## src/rtl/shift_pkg.sv

```systemverilog
// ============================================================================
// shift_pkg : shared mode encoding for shift-register and serial-link blocks
// Revision  : 1.0
// ============================================================================
`default_nettype none

package shift_pkg;

  typedef enum logic [1:0] {
    SM_HOLD = 2'b00,
    SM_SHR  = 2'b01,
    SM_SHL  = 2'b10,
    SM_LOAD = 2'b11
  } shift_mode_e;

endpackage

`default_nettype wire

```

## src/rtl/shift_bit_counter.sv

```systemverilog
// ============================================================================
// shift_bit_counter : modulo-WIDTH counter with clear, increment, wrap strobe
// Revision          : 1.0
// ============================================================================
`default_nettype none

module shift_bit_counter #(
  parameter int WIDTH = 4,
  parameter int CNT_W = $clog2(WIDTH)
) (
  input  logic             clk,
  input  logic             rst,
  input  logic             clr_i,
  input  logic             inc_i,
  output logic [CNT_W-1:0] cnt_o,
  output logic             wrap_o
);

  localparam logic [CNT_W-1:0] C_LAST = CNT_W'(WIDTH - 1);

  logic [CNT_W-1:0] cnt_q, cnt_d;
  logic             wrap_q, wrap_d;

  // Clear beats increment so a load never reports a boundary.
  always_comb begin
    cnt_d  = cnt_q;
    wrap_d = 1'b0;
    if (clr_i) begin
      cnt_d = '0;
    end else if (inc_i) begin
      if (cnt_q == C_LAST) begin
        cnt_d  = '0;
        wrap_d = 1'b1;
      end else begin
        cnt_d = cnt_q + CNT_W'(1);
      end
    end
  end

  always_ff @(posedge clk) begin
    if (rst) begin
      cnt_q  <= '0;
      wrap_q <= 1'b0;
    end else begin
      cnt_q  <= cnt_d;
      wrap_q <= wrap_d;
    end
  end

  assign cnt_o  = cnt_q;
  assign wrap_o = wrap_q;

endmodule

`default_nettype wire

```

## src/rtl/shift_reg_univ.sv

```systemverilog
// ============================================================================
// shift_reg_univ : universal hold/shift-right/shift-left/load register
// Revision       : 1.0
// ============================================================================
`default_nettype none

module shift_reg_univ
  import shift_pkg::*;
#(
  parameter int WIDTH = 4,
  localparam int CNT_W = $clog2(WIDTH)
) (
  input  logic             clk,
  input  logic             rst,
  input  logic             en,
  input  logic [1:0]       mode,
  input  logic             sr_in,
  input  logic             sl_in,
  input  logic [WIDTH-1:0] pi,
  output logic [WIDTH-1:0] po,
  output logic             so_r,
  output logic             so_l,
  output logic [CNT_W-1:0] bit_cnt,
  output logic             word_done
);

  logic [WIDTH-1:0] po_q, po_d;
  logic             cnt_clr;
  logic             cnt_inc;
  shift_mode_e      mode_e;

  assign mode_e = shift_mode_e'(mode);

  always_comb begin
    po_d    = po_q;
    cnt_clr = 1'b0;
    cnt_inc = 1'b0;
    if (en) begin
      case (mode_e)
        SM_SHR: begin
          po_d    = {sr_in, po_q[WIDTH-1:1]};
          cnt_inc = 1'b1;
        end
        SM_SHL: begin
          po_d    = {po_q[WIDTH-2:0], sl_in};
          cnt_inc = 1'b1;
        end
        SM_LOAD: begin
          po_d    = pi;
          cnt_clr = 1'b1;
        end
        default: ;
      endcase
    end
  end

  always_ff @(posedge clk) begin
    if (rst) begin
      po_q <= '0;
    end else begin
      po_q <= po_d;
    end
  end

  shift_bit_counter #(
    .WIDTH (WIDTH),
    .CNT_W (CNT_W)
  ) u_bit_counter (
    .clk    (clk),
    .rst    (rst),
    .clr_i  (cnt_clr),
    .inc_i  (cnt_inc),
    .cnt_o  (bit_cnt),
    .wrap_o (word_done)
  );

  assign po   = po_q;
  assign so_r = po_q[0];
  assign so_l = po_q[WIDTH-1];

endmodule

`default_nettype wire

```

## config.mk

```make
export PLATFORM = sky130hd
export DESIGN_NAME = shift_reg_univ
export DESIGN_NICKNAME = d
export VERILOG_FILES = /design/src/rtl/shift_pkg.sv /design/src/rtl/shift_bit_counter.sv /design/src/rtl/shift_reg_univ.sv
export SDC_FILE = /design/constraint.sdc
export NUM_CORES = 1
export LEC_CHECK = 0
export ABC_AREA = 1
export CAP_MARGIN = 20
export CORE_MARGIN = 5
export CORE_UTILIZATION = 25
export CTS_CLUSTER_DIAMETER = 200
export DETAILED_ROUTE_END_ITERATION = 10
export GPL_ROUTABILITY_DRIVEN = 0
export PLACE_DENSITY = 0.53
export SYNTH_ARGS = -nofsm -noshare
export SYNTH_HDL_FRONTEND = slang
export SYNTH_SLANG_ARGS = --single-unit
```

## constraint.sdc

```tcl
create_clock -name clk -period 1 [get_ports clk]
set_clock_uncertainty 0.1 [all_clocks]
set_input_delay 0.1 -clock clk [delete_from_list [all_inputs] [get_ports clk]]
set_output_delay 0.1 -clock clk [all_outputs]
set_load 0.005 [all_outputs]
```

==> reports/metrics.cfg <==
[grt]
grt_pass1_wl_mm = 1.711
grt_start_max_net_pins = 9
use_met1 = 0.1078
use_met3 = 0.02292
busiest_layer = met2
grt_pass1_vias = 400
antenna_found_initial = 0
grt_usage = 0.08638
grt_util_met2 = 0.1250
overflow = 0

[critical_path]
worstPathRequired_ns = 1.08
worstPathArrival_ns = 1.02
rr_startpoint = u_bit_counter.cnt_o[0]
critPathKind = reg -> reg
crit_path_cell_trace = ha_4 -> nor2_2 -> nand2_1 -> a21oi_2
worst-path-max-fanout = 4
cp-end-kind = flop
regToRegSetupSlack_ns = 0.06
critPathTopFamily = flip-flops
cp-start-kind = flop
r2r_end = u_bit_counter.cnt_o[0]
critPathSlowestCell = dfxtp_4
reg2regPathDepth = 4
cpPeakStageDelay_ns = 0.36
path_buf_inv = 0

[clocking]
post-cts-setup-buffers = 0
clk_pin_slew_ns = 0.05
cts_max_path_buffers = 2
hold_buffers = 0
numClockSinks = 7
cts_tree = built
cts_buffers = 3
clk_latency_ns = 0.25
cts_root_buf = clkbuf_4
cts_htree_levels = 1

[hold_path]
min_from = en
worstHoldPathType = in -> reg
hold_end = u_bit_counter.cnt_o[1]
whs_path_depth = 4

[run]
cap_viol_max_count = 0

[die]
rows = 15
dieArea_mm2 = 0.002670
die_w_um = 51.68
core_area_mm2 = 0.001689
start_util = 0.2570
die_h_um = 51.68
io_pins = 20

[timing]
fmax_mhz = 1062
rsz0062_at_grt = false
setup_slack_ns = 0.05854
period_share = 0.9415
slew_viol_final = 0
period_needed_ns = 0.9415
setup_viol = 0
tightest_slew_ns = 0.1800
hold_viol_final = 0
slew_headroom = 0.8787

[logic_synthesis]
synth_top_area_cell = dfxtp_1
synth_compound_area_frac = 0.1009
syn-cell-area_um2 = 434.2
synthXorXnorAreaFrac = 0
synth_mux_area_frac = 0
yosys_warnings = 0
syn-instance-count = 64
synth_nets = 79
synth-seq-cells = 7
synthTopCellsByArea = dfxtp_1 32%, nand2_1 12%, ha_1 12%
synth_cell_types = 14
ys_seq_area_frac = 0.3228
postSynthAreaPerCell_um2 = 6.784
synth_top_family_by_area = simple AND/OR/NAND/NOR gates
synth_top_area_frac = 0.3228
synthAdderAreaFrac = 0.1153
synth-simple-area-share = 0.3401

[final_layout]
num_antenna_cells = 0
multiInputGateArea_um2 = 287.8
register_area_um2 = 148.9
fillers = 190
area_delta_synth_final_pct = 64.27
fin_nets = 107
fin_area_um2 = 713.2
layout-drive-gt1-share = 0.3956

[pwr]
power.density_mw_per_mm2 = 1086
switching_share = 0.2776
ir_drop_uv = 421.1
clockPowerShare = 0.334
internal_power_uw = 559.7
p_total_uw = 774.7
p_sw_uw = 215.1
comb_power_share = 0.263
leakage_uw = 0.0003402
p_seq_frac = 0.404

[status]
status = finished clean

[drt]
drc = 0
first_pass_iters = 3
drt_iter0_drc = 12
post_drt_via_cell_ratio = 4.287
wl_per_cell_um = 10.18
drt_wl_total_mm = 1.099
vias = 463
ant_nets = 0

[placed_design]
io_buffers = 19
placedInstanceArea_um2 = 675.6
place_ws_ns = -0.5027
post-dp-hpwl_um = 831

-- placed cells by master, fill, tap and decap left out, types with 2 or more instances in the layout --
master / count
nand3_1: 4
ha_4: 3
dfxtp_2: 4
clkbuf_4: 3
inv_2: 4
clkbuf_2: 9
nand2_1: 14
inv_1: 6
buf_4: 6
clkdlybuf4s50_1: 7
o21ai_0: 4
nor2_1: 12
dfxtp_1: 2
-- cell type report --
| type | count | share of cell area |
|---|---|---|
| repair buffers | 25 | 0.2684 |
| inverters | 10 | 0.05263 |
| multi-input cells | 45 | 0.4035 |
| clock buffers | 4 | 0.03684 |
| well taps | 17 | 0.02982 |
| flip-flops and latches | 7 | 0.2088 |
-- logic make-up (layout without fill, tap and decap cells) --
logic type	after synthesis	in the layout
simple gates	33	33
flops	7	7
buf+inv	12	39
fa+ha+maj	4	4
compound gates	8	8
-- through the flow --
step                  util  hold WS, ns   TNS, ns  instances
floorplan                -       0.2043         0         64
global placement    0.4000       0.3743    -3.446        104
detailed placement  0.4000       0.3872    -3.580        104
CTS                 0.4341       0.3835  -0.01372        108
global route        0.4222       0.1719         0        108
finish              0.4222       0.1400         0        108
-- layer usage --
metal | wire (um) | vias up | share of wire
met2 | 466 | 14 | 0.42
met4 | 34 | 0 | 0.031
met5 | 0 | - | 0
met1 | 538 | 196 | 0.49
met3 | 60 | 4 | 0.055
li1 | - | 249 | -
-- tightest hold or removal path, stage by stage --
cell	delay (ns)
dlymetal6s2s_1	0.12
nand2_1	0.10
nand2_1	0.07
a21oi_1	0.06
-- worst max-delay path by stage --
stage / start / end / cells after the start / slack [ns]
2_1_floorplan: mode[0] / po[1] / 6 / 0.07
3_3_place_gp: mode[0] / po[2] / 7 / -0.48
3_5_place_dp: mode[0] / po[0] / 7 / -0.50
4_1_cts: u_bit_counter.cnt_o[0] / bit_cnt[0] / 1 / -0.01
5_1_grt: u_bit_counter.cnt_o[0] / u_bit_counter.cnt_o[0] / 4 / 0.01
6_report: u_bit_counter.cnt_o[0] / u_bit_counter.cnt_o[0] / 4 / 0.06
-- power groups by stage --
stage | Sequential (uW) | Combinational, uW | Clock, uW
floorplan | 317 | 93.3 | 0
global placement | 313 | 214 | 0
detailed placement | 314 | 214 | 0
CTS | 311 | 215 | 266
global route | 315 | 227 | 285
finish | 313 | 204 | 259
-- synthesized netlist by cell type --
cell,n
dfxtp_1,7
nor2_8,1
nand3_1,4
ha_1,4
a21oi_1,2
nand2_1,14
o21ai_1,1
o21ai_2,1
inv_2,2
nor2_1,13
inv_1,8
nand2_2,1
buf_4,2
o21ai_0,4
-- repair_timing --
item	4_1_cts	5_1_grt
setup endpoints to repair	16	16
resized for setup	32	16
pin swaps	2	2
-- flip-flops by register name, summed over array words and instances (netlist names) --
signal and flops:
po 4, u_bit_counter.cnt_o 2, u_bit_counter.wrap_o 1
Note: power is estimated with default switching activity, not from simulation.
